`config.mk`:
```
export PLATFORM = sky130hd
export DESIGN_NAME = mem_access_unit_flat
export DESIGN_NICKNAME = d
export VERILOG_FILES = /design/src/rtl/mem_access_unit_if.sv /design/src/rtl/mem_access_unit.sv /design/src/flat_wrapper.sv
export SDC_FILE = /design/constraint.sdc
export NUM_CORES = 1
export LEC_CHECK = 0
export ABC_AREA = 0
export ABC_CLOCK_PERIOD_IN_PS = 7150
export CAP_MARGIN = 0
export CELL_PAD_IN_SITES_DETAIL_PLACEMENT = 1
export CELL_PAD_IN_SITES_GLOBAL_PLACEMENT = 2
export CORE_AREA = 2 2 169 171
export CTS_CLUSTER_SIZE = 24
export DETAILED_ROUTE_END_ITERATION = 16
export DIE_AREA = 0 0 171 173
export DONT_BUFFER_PORTS = 1
export PLACE_DENSITY_LB_ADDON = 0.05
export SYNTH_ARGS = -nofsm -noshare
export SYNTH_HDL_FRONTEND = slang
export SYNTH_SLANG_ARGS = --single-unit
```
`constraint.sdc`:
```
create_clock -name clk -period 7.15 [get_ports clk]
set_input_delay 0.715 -clock clk [delete_from_list [all_inputs] [get_ports clk]]
set_output_delay 0.715 -clock clk [all_outputs]
set_load 0.005 [all_outputs]
```
`src/rtl/mem_access_unit_if.sv`:
```
// Data-bus request/response bundle between the memory access unit and the bus.
// master = access unit (drives the request), slave = bus side.
interface mem_access_unit_if #(
  parameter int DATA_WIDTH = 64,
  parameter int ADDR_WIDTH = 64
);
  logic                    dreq_valid;
  logic [ADDR_WIDTH-1:0]   dreq_addr;
  logic [2:0]              dreq_size;
  logic [DATA_WIDTH/8-1:0] dreq_strobe;
  logic [DATA_WIDTH-1:0]   dreq_data;
  logic                    dresp_data_ok;
  logic [DATA_WIDTH-1:0]   dresp_data;

  modport master (
    output dreq_valid, dreq_addr, dreq_size, dreq_strobe, dreq_data,
    input  dresp_data_ok, dresp_data
  );
  modport slave (
    input  dreq_valid, dreq_addr, dreq_size, dreq_strobe, dreq_data,
    output dresp_data_ok, dresp_data
  );
endinterface

```
`src/rtl/mem_access_unit.sv`:
```
// Load/store unit: lane-aligns store data, extracts and extends load data, IDLE/WAIT/DONE handshake.
// Optional macro MEM_MISALIGN_TRAP_EN: misaligned accesses fault instead of being force-aligned.
module mem_access_unit #(
  parameter int DATA_WIDTH = 64,
  parameter int ADDR_WIDTH = 64
) (
  input  logic                  clk,
  input  logic                  reset,
  input  logic                  stall,
  input  logic                  req_en,
  input  logic [3:0]            mem_op,
  input  logic [ADDR_WIDTH-1:0] addr_in,
  input  logic [DATA_WIDTH-1:0] wd_in,
  mem_access_unit_if.master     bus,
  output logic [DATA_WIDTH-1:0] rdata_out,
  output logic                  stall_this_dbus,
  output logic                  misalign_out
);
  localparam int SW = DATA_WIDTH / 8;
  localparam int OW = $clog2(SW);

  typedef enum logic [1:0] {IDLE, WAIT, DONE} state_e;

  state_e                state_q, state_d;
  logic [DATA_WIDTH-1:0] rdata_q, rdata_d;
  logic                  misalign_q, misalign_d;
  logic [3:0]            op_q, op_d;
  logic [OW-1:0]         off_q, off_d;

  logic [1:0]            size;
  logic [OW-1:0]         raw_off, low_mask, off;
  logic                  size_bad, legal, req_v;

  assign size     = mem_op[1:0];
  assign raw_off  = addr_in[OW-1:0];
  assign low_mask = OW'((32'd1 << size) - 32'd1);
  assign size_bad = (DATA_WIDTH == 32) && (size == 2'd3);

`ifdef MEM_MISALIGN_TRAP_EN
  logic unaligned;
  assign unaligned = |(raw_off & low_mask);
  assign off       = raw_off;
  assign legal     = !size_bad && !unaligned;
`else
  // Misaligned addresses are silently rounded down to the access size.
  assign off   = raw_off & ~low_mask;
  assign legal = !size_bad;
`endif

  logic [SW-1:0] byte_mask;
  assign byte_mask = ~({SW{1'b1}} << (32'd1 << size));

  assign req_v            = reset && req_en && (state_q != DONE) && legal;
  assign bus.dreq_valid   = req_v;
  assign stall_this_dbus  = req_v;
  assign bus.dreq_addr    = addr_in;
  assign bus.dreq_size    = {1'b0, size};
  assign bus.dreq_strobe  = mem_op[3] ? (byte_mask << off) : '0;
  assign bus.dreq_data    = wd_in << {off, 3'b000};

  // In WAIT the request inputs may have dropped, so use the op captured at issue.
  logic [3:0]            lop;
  logic [OW-1:0]         loff;
  logic [DATA_WIDTH-1:0] shifted, lmask, ext;
  assign lop  = (state_q == WAIT) ? op_q  : mem_op;
  assign loff = (state_q == WAIT) ? off_q : off;

  always_comb begin
    shifted = bus.dresp_data >> {loff, 3'b000};
    lmask   = ~({DATA_WIDTH{1'b1}} << (32'd8 << lop[1:0]));
    ext     = shifted & lmask;
    if (!lop[2] && |(shifted & lmask & ~(lmask >> 1))) ext = ext | ~lmask;
  end

  always_comb begin
    state_d    = state_q;
    rdata_d    = rdata_q;
    misalign_d = misalign_q;
    op_d       = op_q;
    off_d      = off_q;
    unique case (state_q)
      IDLE: if (req_en) begin
        if (!legal) begin
          state_d    = DONE;
          misalign_d = 1'b1;
        end else begin
          op_d  = mem_op;
          off_d = off;
          if (bus.dresp_data_ok) begin
            state_d = DONE;
            if (!mem_op[3]) rdata_d = ext;
          end else begin
            state_d = WAIT;
          end
        end
      end
      WAIT: if (bus.dresp_data_ok) begin
        state_d = DONE;
        if (!op_q[3]) rdata_d = ext;
      end
      DONE: if (!stall) begin
        state_d    = IDLE;
        misalign_d = 1'b0;
      end
      default: state_d = IDLE;
    endcase
  end

  always_ff @(posedge clk or negedge reset) begin
    if (!reset) begin
      state_q    <= IDLE;
      rdata_q    <= '0;
      misalign_q <= 1'b0;
      op_q       <= '0;
      off_q      <= '0;
    end else begin
      state_q    <= state_d;
      rdata_q    <= rdata_d;
      misalign_q <= misalign_d;
      op_q       <= op_d;
      off_q      <= off_d;
    end
  end

  assign rdata_out    = rdata_q;
  assign misalign_out = misalign_q;
endmodule

```
`src/flat_wrapper.sv`:
```
// flat-port wrapper written by rule: the top's interface ports become plain ports
module mem_access_unit_flat 
#(
  parameter int DATA_WIDTH = 64,
  parameter int ADDR_WIDTH = 64
)
  (clk, reset, stall, req_en, mem_op, addr_in, wd_in, rdata_out, stall_this_dbus, misalign_out, bus_dreq_valid, bus_dreq_addr, bus_dreq_size, bus_dreq_strobe, bus_dreq_data, bus_dresp_data_ok, bus_dresp_data);
  mem_access_unit_if #(.DATA_WIDTH(DATA_WIDTH), .ADDR_WIDTH(ADDR_WIDTH)) bus_i ();
  input  logic clk;
  input  logic reset;
  input  logic stall;
  input  logic req_en;
  input  logic [3:0] mem_op;
  input  logic [ADDR_WIDTH-1:0] addr_in;
  input  logic [DATA_WIDTH-1:0] wd_in;
  output logic [DATA_WIDTH-1:0] rdata_out;
  output logic stall_this_dbus;
  output logic misalign_out;
  output wire logic [$bits(bus_i.dreq_valid)-1:0] bus_dreq_valid;
  output wire logic [$bits(bus_i.dreq_addr)-1:0] bus_dreq_addr;
  output wire logic [$bits(bus_i.dreq_size)-1:0] bus_dreq_size;
  output wire logic [$bits(bus_i.dreq_strobe)-1:0] bus_dreq_strobe;
  output wire logic [$bits(bus_i.dreq_data)-1:0] bus_dreq_data;
  input wire logic [$bits(bus_i.dresp_data_ok)-1:0] bus_dresp_data_ok;
  input wire logic [$bits(bus_i.dresp_data)-1:0] bus_dresp_data;
  assign bus_dreq_valid = bus_i.dreq_valid;
  assign bus_dreq_addr = bus_i.dreq_addr;
  assign bus_dreq_size = bus_i.dreq_size;
  assign bus_dreq_strobe = bus_i.dreq_strobe;
  assign bus_dreq_data = bus_i.dreq_data;
  assign bus_i.dresp_data_ok = bus_dresp_data_ok;
  assign bus_i.dresp_data = bus_dresp_data;
  mem_access_unit #(.DATA_WIDTH(DATA_WIDTH), .ADDR_WIDTH(ADDR_WIDTH)) u_core (.clk(clk), .reset(reset), .stall(stall), .req_en(req_en), .mem_op(mem_op), .addr_in(addr_in), .wd_in(wd_in), .bus(bus_i), .rdata_out(rdata_out), .stall_this_dbus(stall_this_dbus), .misalign_out(misalign_out));
endmodule
```
==> results of run 1 <==
-- sequential cells by signal (all words and copies together) (netlist names) --
| register | flops |
|---|---|
| u_core.off_q | 3 |
| u_core.op_q | 4 |
| u_core.rdata_out | 64 |
| u_core.state_q | 2 |
-- cell families (layout without fill, tap and decap cells) --
kind of cell | count (synthesis) | count (layout) | synth area share [%]
DFF | 73 | 73 | 26.6
AOI/OAI and AO/OA | 190 | 190 | 20.2
buffers and inverters | 145 | 35 | 12.8
muxes | 103 | 103 | 15.3
and+or+nand+nor | 385 | 385 | 25.0
other | 1 | 2 | 0.0546
-- worst register-to-register path, delay by kind of cell (launching register included) --
family	cells	cell delay, ns
AO/OA/AOI/OAI	4	1.44
multiplexers	1	0.78
flip-flops	1	0.53
AND/OR/NAND/NOR	2	0.78
-- synth_stat cells (2+ instances only) --
cell type / n / area (sq um)
clkbuf_1: 35 / 131
o2111ai_1: 3 / 26.3
mux2i_1: 88 / 881
nor2_1: 69 / 259
buf_2: 12 / 60.1
nand2_1: 213 / 800
nor2b_1: 3 / 18.8
nor3_1: 5 / 25.0
a21oi_1: 42 / 210
buf_1: 9 / 33.8
dfrtp_1: 73 / 1830
or2_2: 2 / 12.5
o211ai_1: 41 / 308
a31oi_1: 2 / 12.5
o21ai_0: 30 / 150
nand2_2: 2 / 12.5
a221o_1: 23 / 230
and2_1: 11 / 68.8
buf_4: 78 / 586
o21ai_2: 2 / 17.5
a211oi_1: 8 / 60.1
nand3b_1: 2 / 15.0
o31ai_1: 3 / 22.5
buf_6: 4 / 45.0
nand2b_1: 14 / 87.6
a311oi_1: 7 / 61.3
or3_1: 2 / 12.5
a31o_2: 3 / 26.3
mux2_2: 15 / 169
a21boi_1: 2 / 15.0
inv_1: 7 / 26.3
nand3_1: 29 / 145
a211o_1: 8 / 70.1
nand4_1: 13 / 81.3
and3_1: 9 / 56.3
-- cells in the final DEF (no fill, tap or decap), types with 5 or more instances in the layout --
cell | Yosys | layout
nor2_1 | 69 | 69
a211oi_1 | 8 | 8
nand3_1 | 29 | 29
and2_1 | 11 | 11
a211o_1 | 8 | 8
nand2b_1 | 14 | 13
nand4_1 | 13 | 13
a21oi_1 | 42 | 42
buf_4 | 78 | 12
clkbuf_16 | 0 | 9
nand2_1 | 213 | 213
a221o_1 | 23 | 23
mux2_2 | 15 | 15
a311oi_1 | 7 | 7
and3_1 | 9 | 9
o21ai_0 | 30 | 30
dfrtp_1 | 73 | 73
o211ai_1 | 41 | 41
nor3_1 | 5 | 5
inv_1 | 7 | 7
mux2i_1 | 88 | 88
-- layout make-up --
| type | instances | area (sq um) |
|---|---|---|
| Timing Repair Buffer | 12 | 90.1 |
| Clock buffer | 9 | 225 |
| Fill cell | 3317 | 20700 |
| Tap cell | 378 | 473 |
| Multi-Input combinational cell | 680 | 4220 |
| Inverter | 7 | 26.3 |
| Clock inverter | 7 | 60.1 |
| Sequential cell | 73 | 1830 |
-- final timing paths --
check	depth (start not counted)	to	slack, ns	startpoint
max	5	bus_dreq_data[49]	3.52	mem_op[0]
min	0	u_core.rdata_out[36]$_DFFE_PN0P_	0.06	reset
max reg2reg	7	u_core.rdata_out[58]$_DFFE_PN0P_	3.56	u_core.state_q[1]$_DFFE_PN0P_
min reg2reg	1	u_core.op_q[3]$_DFFE_PN0P_	0.51	u_core.op_q[3]$_DFFE_PN0P_
max in group asynchronous	0	u_core.rdata_out[19]$_DFFE_PN0P_	6.97	reset
min in group clk	1	u_core.state_q[0]$_DFFE_PN0P_	0.43	bus_dresp_data_ok
-- layer usage --
metal	up-vias	global-route usage, %
li1	2867	-
met1	3085	20.8
met2	269	35.0
met3	52	8.63
met4	0	5.90
met5	-	0
-- where the power goes --
part	switching, mW	internal (mW)
logic	0.293	0.217
clock network	0.214	0.242
registers	0.160	0.574
==> results.toml, run 1 <==
[place]
dp_hpwl_microns = 22600
dpl_cell_area_sq_um = 6640
placed_cells = 1150
gp_congestion = 0.838
io_buffers = 0
pre_cts_ws_ns = 3.29

[critical_path]
slowest_delay_ns = 0.76
path_delay_family = "simple AND/OR/NAND/NOR gates"
worstPathCellList = "or3b_2, buf_4, nor2_1, a21oi_1, o21ai_0"
cp_max_fo = 45
end_kind = "output port"
path_class = "input port to output port"
worst_ep_required_time_ns = 6.43
arrival_ns = 2.92
worstSetupStartpointType = "input port"
path_buf_inv = 1
crit_slowest_cell = "nor2_1"

[clock_tree]
clk_pin_slew_ns = 0.07
insertion_delay_ns = 0.35
cts.sinks = 73
htreeDepth = 3
ctsHoldBuffers = 0
cts.path.max_buffers = 2
numCtsBuffers = 9
cts_tree = "built"
cts_resized = 0
cts_root_buf = "clkbuf_16"
postCtsSetupBuffers = 0

[timing]
worst_slew_pin_slew_ns = 1.07
fin_crit_ns = 3.63
setup_viol = 0
slew_headroom_pct = 28.1
drv_slew = 0
final.period_utilization_pct = 50.8
fmax_mhz = 275
rsz0062_at_grt = "no"
final-hold-violation-count = 0
timing.hold.ws_ns = 0.0571
final.setup.tns_ns = 0
fin_ws_ns = 3.52
finClkSkew_ns = 0.0144

[global_routing]
first_global_vias = 6816
grt_overflow_total = 0
grt_max_degree = 78
grt.total_usage_pct = 19.7
grt_pass1_wl_microns = 44500
antenna_found_initial = 0

[floorplanning]
ios = 407
dieArea_sq_um = 29600
core_region_area_sq_um = 27600
fp-row-count = 61
start_util_pct = 24.9
die_x_microns = 171
die_h_microns = 173

[synthesis]
ys_seq_elements = 73
ys_types = 63
synthCells = 897
syn_avg_cell_area_sq_um = 7.66
synth_warnings = 0
synth_edf_count = 0
syn-cell-area_sq_um = 6870
yosysSeqAreaShare_pct = 26.6
synthFlopType = "dfrtp_1"
async_flop_share_pct = 100

[routing]
drc = 0
met3_length_microns = 3120
avgRoutedWirePerCell_microns = 25.6
antenna_left = 0
drtIter0Drc = 321
wirelength_microns = 29900
routed-wl-met2_microns = 15000
vias = 6273
via_per_inst = 5.38
top_layer_used = "met4"
met1Wirelength_microns = 11100
firstDrtPassIters = 4

[layout]
antenna_cells = 0
stdcell_count = 1166
layout-drive-gt1-share_pct = 9.14
fin_area_sq_um = 6920
area_growth_syn_to_layout_pct = 0.729
fin_nets = 984
finish.utilization_pct = 25.0

[power_and_ir_drop]
pwr_density_cell_nw_per_um2 = 246
ir_worst_vdd_v = 0.000105
finalPower_mw = 1.70
leakage_nw = 3.05

[job]
cap_viol_max_count = 0

[run_status]
status = "finished, final reports clean"

[worst_hold_path]
hp-class = "input port to asynchronous set/reset pin"
Note: power is estimated with default switching activity, not from simulation.
==> inputs of run 2 (changes only) <==
--- a/config.mk
+++ b/config.mk
@@ -6,7 +6,7 @@
 export NUM_CORES = 1
 export LEC_CHECK = 0
 export ABC_AREA = 0
-export ABC_CLOCK_PERIOD_IN_PS = 7150
+export ABC_CLOCK_PERIOD_IN_PS = 2950
 export CAP_MARGIN = 0
 export CELL_PAD_IN_SITES_DETAIL_PLACEMENT = 1
 export CELL_PAD_IN_SITES_GLOBAL_PLACEMENT = 2
==> constraint.sdc (replaced) <==
create_clock -name clk -period 2.95 [get_ports clk]
set_input_delay 0.295 -clock clk [delete_from_list [all_inputs] [get_ports clk]]
set_output_delay 0.295 -clock clk [all_outputs]
set_load 0.005 [all_outputs]
==> results.toml, run 2 (synthesized netlist as in run 1, its figures left out) <==
[critical_path]
end_kind = "register"
path_delay_family = "compound AO/OA/AOI/OAI gates"
worstPathCellList = "nand2b_1, buf_4, a31oi_1, nand2b_1, o22ai_1, o31ai_4, buf_12, a31oi_4, buf_12, a211o_1"
path_class = "register to register"
worst_ep_required_time_ns = 3.17
slowest_delay_ns = 0.52
arrival_ns = 2.94
cp_max_fo = 15
worstSetupStartpointType = "register"
crit_slowest_cell = "dfrtp_1"
path_buf_inv = 3

[job]
cap_viol_max_count = 0

[layout]
antenna_cells = 0
mostFrequentLayoutCell = "nand2_1"
area_growth_syn_to_layout_pct = 4.75
layout-drive-gt1-share_pct = 11.7
fillers = 3316
finish.utilization_pct = 26.0
mostFrequentLayoutCells = "213 x nand2_1, 88 x mux2i_1, 73 x dfrtp_1"
fin_area_sq_um = 7200
fin_nets = 1009
largest_register_ffs = 64

[place]
dpl_cell_area_sq_um = 6770
io_buffers = 0
gp_congestion = 0.846
dp_hpwl_microns = 23000

[power_and_ir_drop]
internal_power_mw = 2.55
leakage_nw = 3.19
power_frac_clock_pct = 26.5
swShare_pct = 39.7
pwr_density_cell_nw_per_um2 = 586
ir_worst_vdd_v = 0.000258
p_seq_share_pct = 42.0
finalPower_mw = 4.22
p_comb_share_pct = 31.5
p_sw_mw = 1.67

[routing]
vias = 6401
antenna_left = 0
via_per_inst = 5.37
firstDrtPassIters = 6
drc = 0
wirelength_microns = 31000
avgRoutedWirePerCell_microns = 26.1
drtIter0Drc = 322

[clock_tree]
clk_pin_slew_ns = 0.08
cts_root_buf = "clkbuf_16"
cts.path.max_buffers = 2
numCtsBuffers = 9
insertion_delay_ns = 0.35
cts_tree = "built"
htreeDepth = 3
cts.sinks = 73

[timing]
setup_viol = 0
timing.hold.ws_ns = 0.0824
worst_slew_pin_slew_ns = 1.11
drv_slew = 0
final-hold-violation-count = 0
slew_headroom_pct = 25.7
final.setup.tns_ns = 0
fmax_mhz = 367
finClkSkew_ns = 0.0204
fin_crit_ns = 2.72
rsz0062_at_grt = "no"
final.period_utilization_pct = 92.3

[global_routing]
grt_max_degree = 74
first_global_vias = 7031
antenna_found_initial = 1
grt_pass1_wl_microns = 45700
grt.total_usage_pct = 20.4
grt_overflow_total = 0

[floorplanning]
dieArea_sq_um = 29600
fp-row-count = 61
die_x_microns = 171
start_util_pct = 24.9
ios = 407
die_h_microns = 173
core_region_area_sq_um = 27600

[run_status]
status = "finished, final reports clean"

[worst_hold_path]
hp-class = "input port to register"
-- run 2: what timing repair did --
| action | CTS | global route |
|---|---|---|
| hold buffers | 3 | 0 |
| setup endpoints to repair | 2 | 27 |
| gates cloned | 1 | 0 |
| endpoints found under the hold margin | 74 | 0 |
| pin swaps | 1 | 3 |
| buffers inserted | 0 | 3 |
| resized for setup | 2 | 1 |
-- run 2: power by group through the flow --
stage / registers, mW / clock network (mW) / logic [mW]
after global placement: 1.81 / 0 / 1.27
after floorplan: 1.64 / 0 / 1.08
after global routing: 1.84 / 1.19 / 1.50
final: 1.77 / 1.12 / 1.33
after detailed placement: 1.81 / 0 / 1.30
after CTS: 1.80 / 1.15 / 1.35
-- run 2: area by class of cell --
type                       instances  area (sq um)  area share [%]
multi-input combinational        681          4250            59.0
tap                              378           473            6.57
clock buffer                       9           225            3.13
clock inverter                     7          60.1           0.834
timing repair buffer              36           337            4.68
inverter                           7          26.3           0.365
sequential                        73          1830            25.4
-- run 2: worst register-to-register path: stages, from the launching register on --
cell and delay [ns]:
dfrtp_1 0.52, nand2b_1 0.20, buf_4 0.22, a31oi_1 0.30, nand2b_1 0.15, o22ai_1 0.13
o31ai_4 0.37, buf_12 0.16, a31oi_4 0.09, buf_12 0.17, a211o_1 0.27
-- run 2: stage by stage --
stage	setup slack (ns)	cells
after floorplan	0.700	898
after global placement	0.161	1168
after detailed placement	-0.0192	1168
after CTS	0.0610	1188
after global routing	0.0923	1191
final	0.227	1191
-- run 2: worst paths after layout --
path                       depth (start not counted)                          endpoint                          start  slack, ns
max                                               10  u_core.rdata_out[49]$_DFFE_PN0P_  u_core.state_q[0]$_DFFE_PN0P_       0.23
min                                                1        u_core.op_q[3]$_DFFE_PN0P_                      mem_op[3]       0.08
max reg2reg                                       10  u_core.rdata_out[49]$_DFFE_PN0P_  u_core.state_q[0]$_DFFE_PN0P_       0.23
min reg2reg                                        1        u_core.op_q[3]$_DFFE_PN0P_     u_core.op_q[3]$_DFFE_PN0P_       0.52
max in group asynchronous                          2  u_core.rdata_out[57]$_DFFE_PN0P_                          reset       2.04
min in group asynchronous                          2  u_core.rdata_out[34]$_DFFE_PN0P_                          reset       0.53
-- run 2: per-layer routing --
layer | vias up | GRT usage (%) | wire length [microns]
met5 | - | 0 | 0
met4 | 0 | 5.93 | 571
met3 | 52 | 8.65 | 3170
met2 | 275 | 36.8 | 15900
met1 | 3145 | 21.3 | 11400
li1 | 2929 | - | -
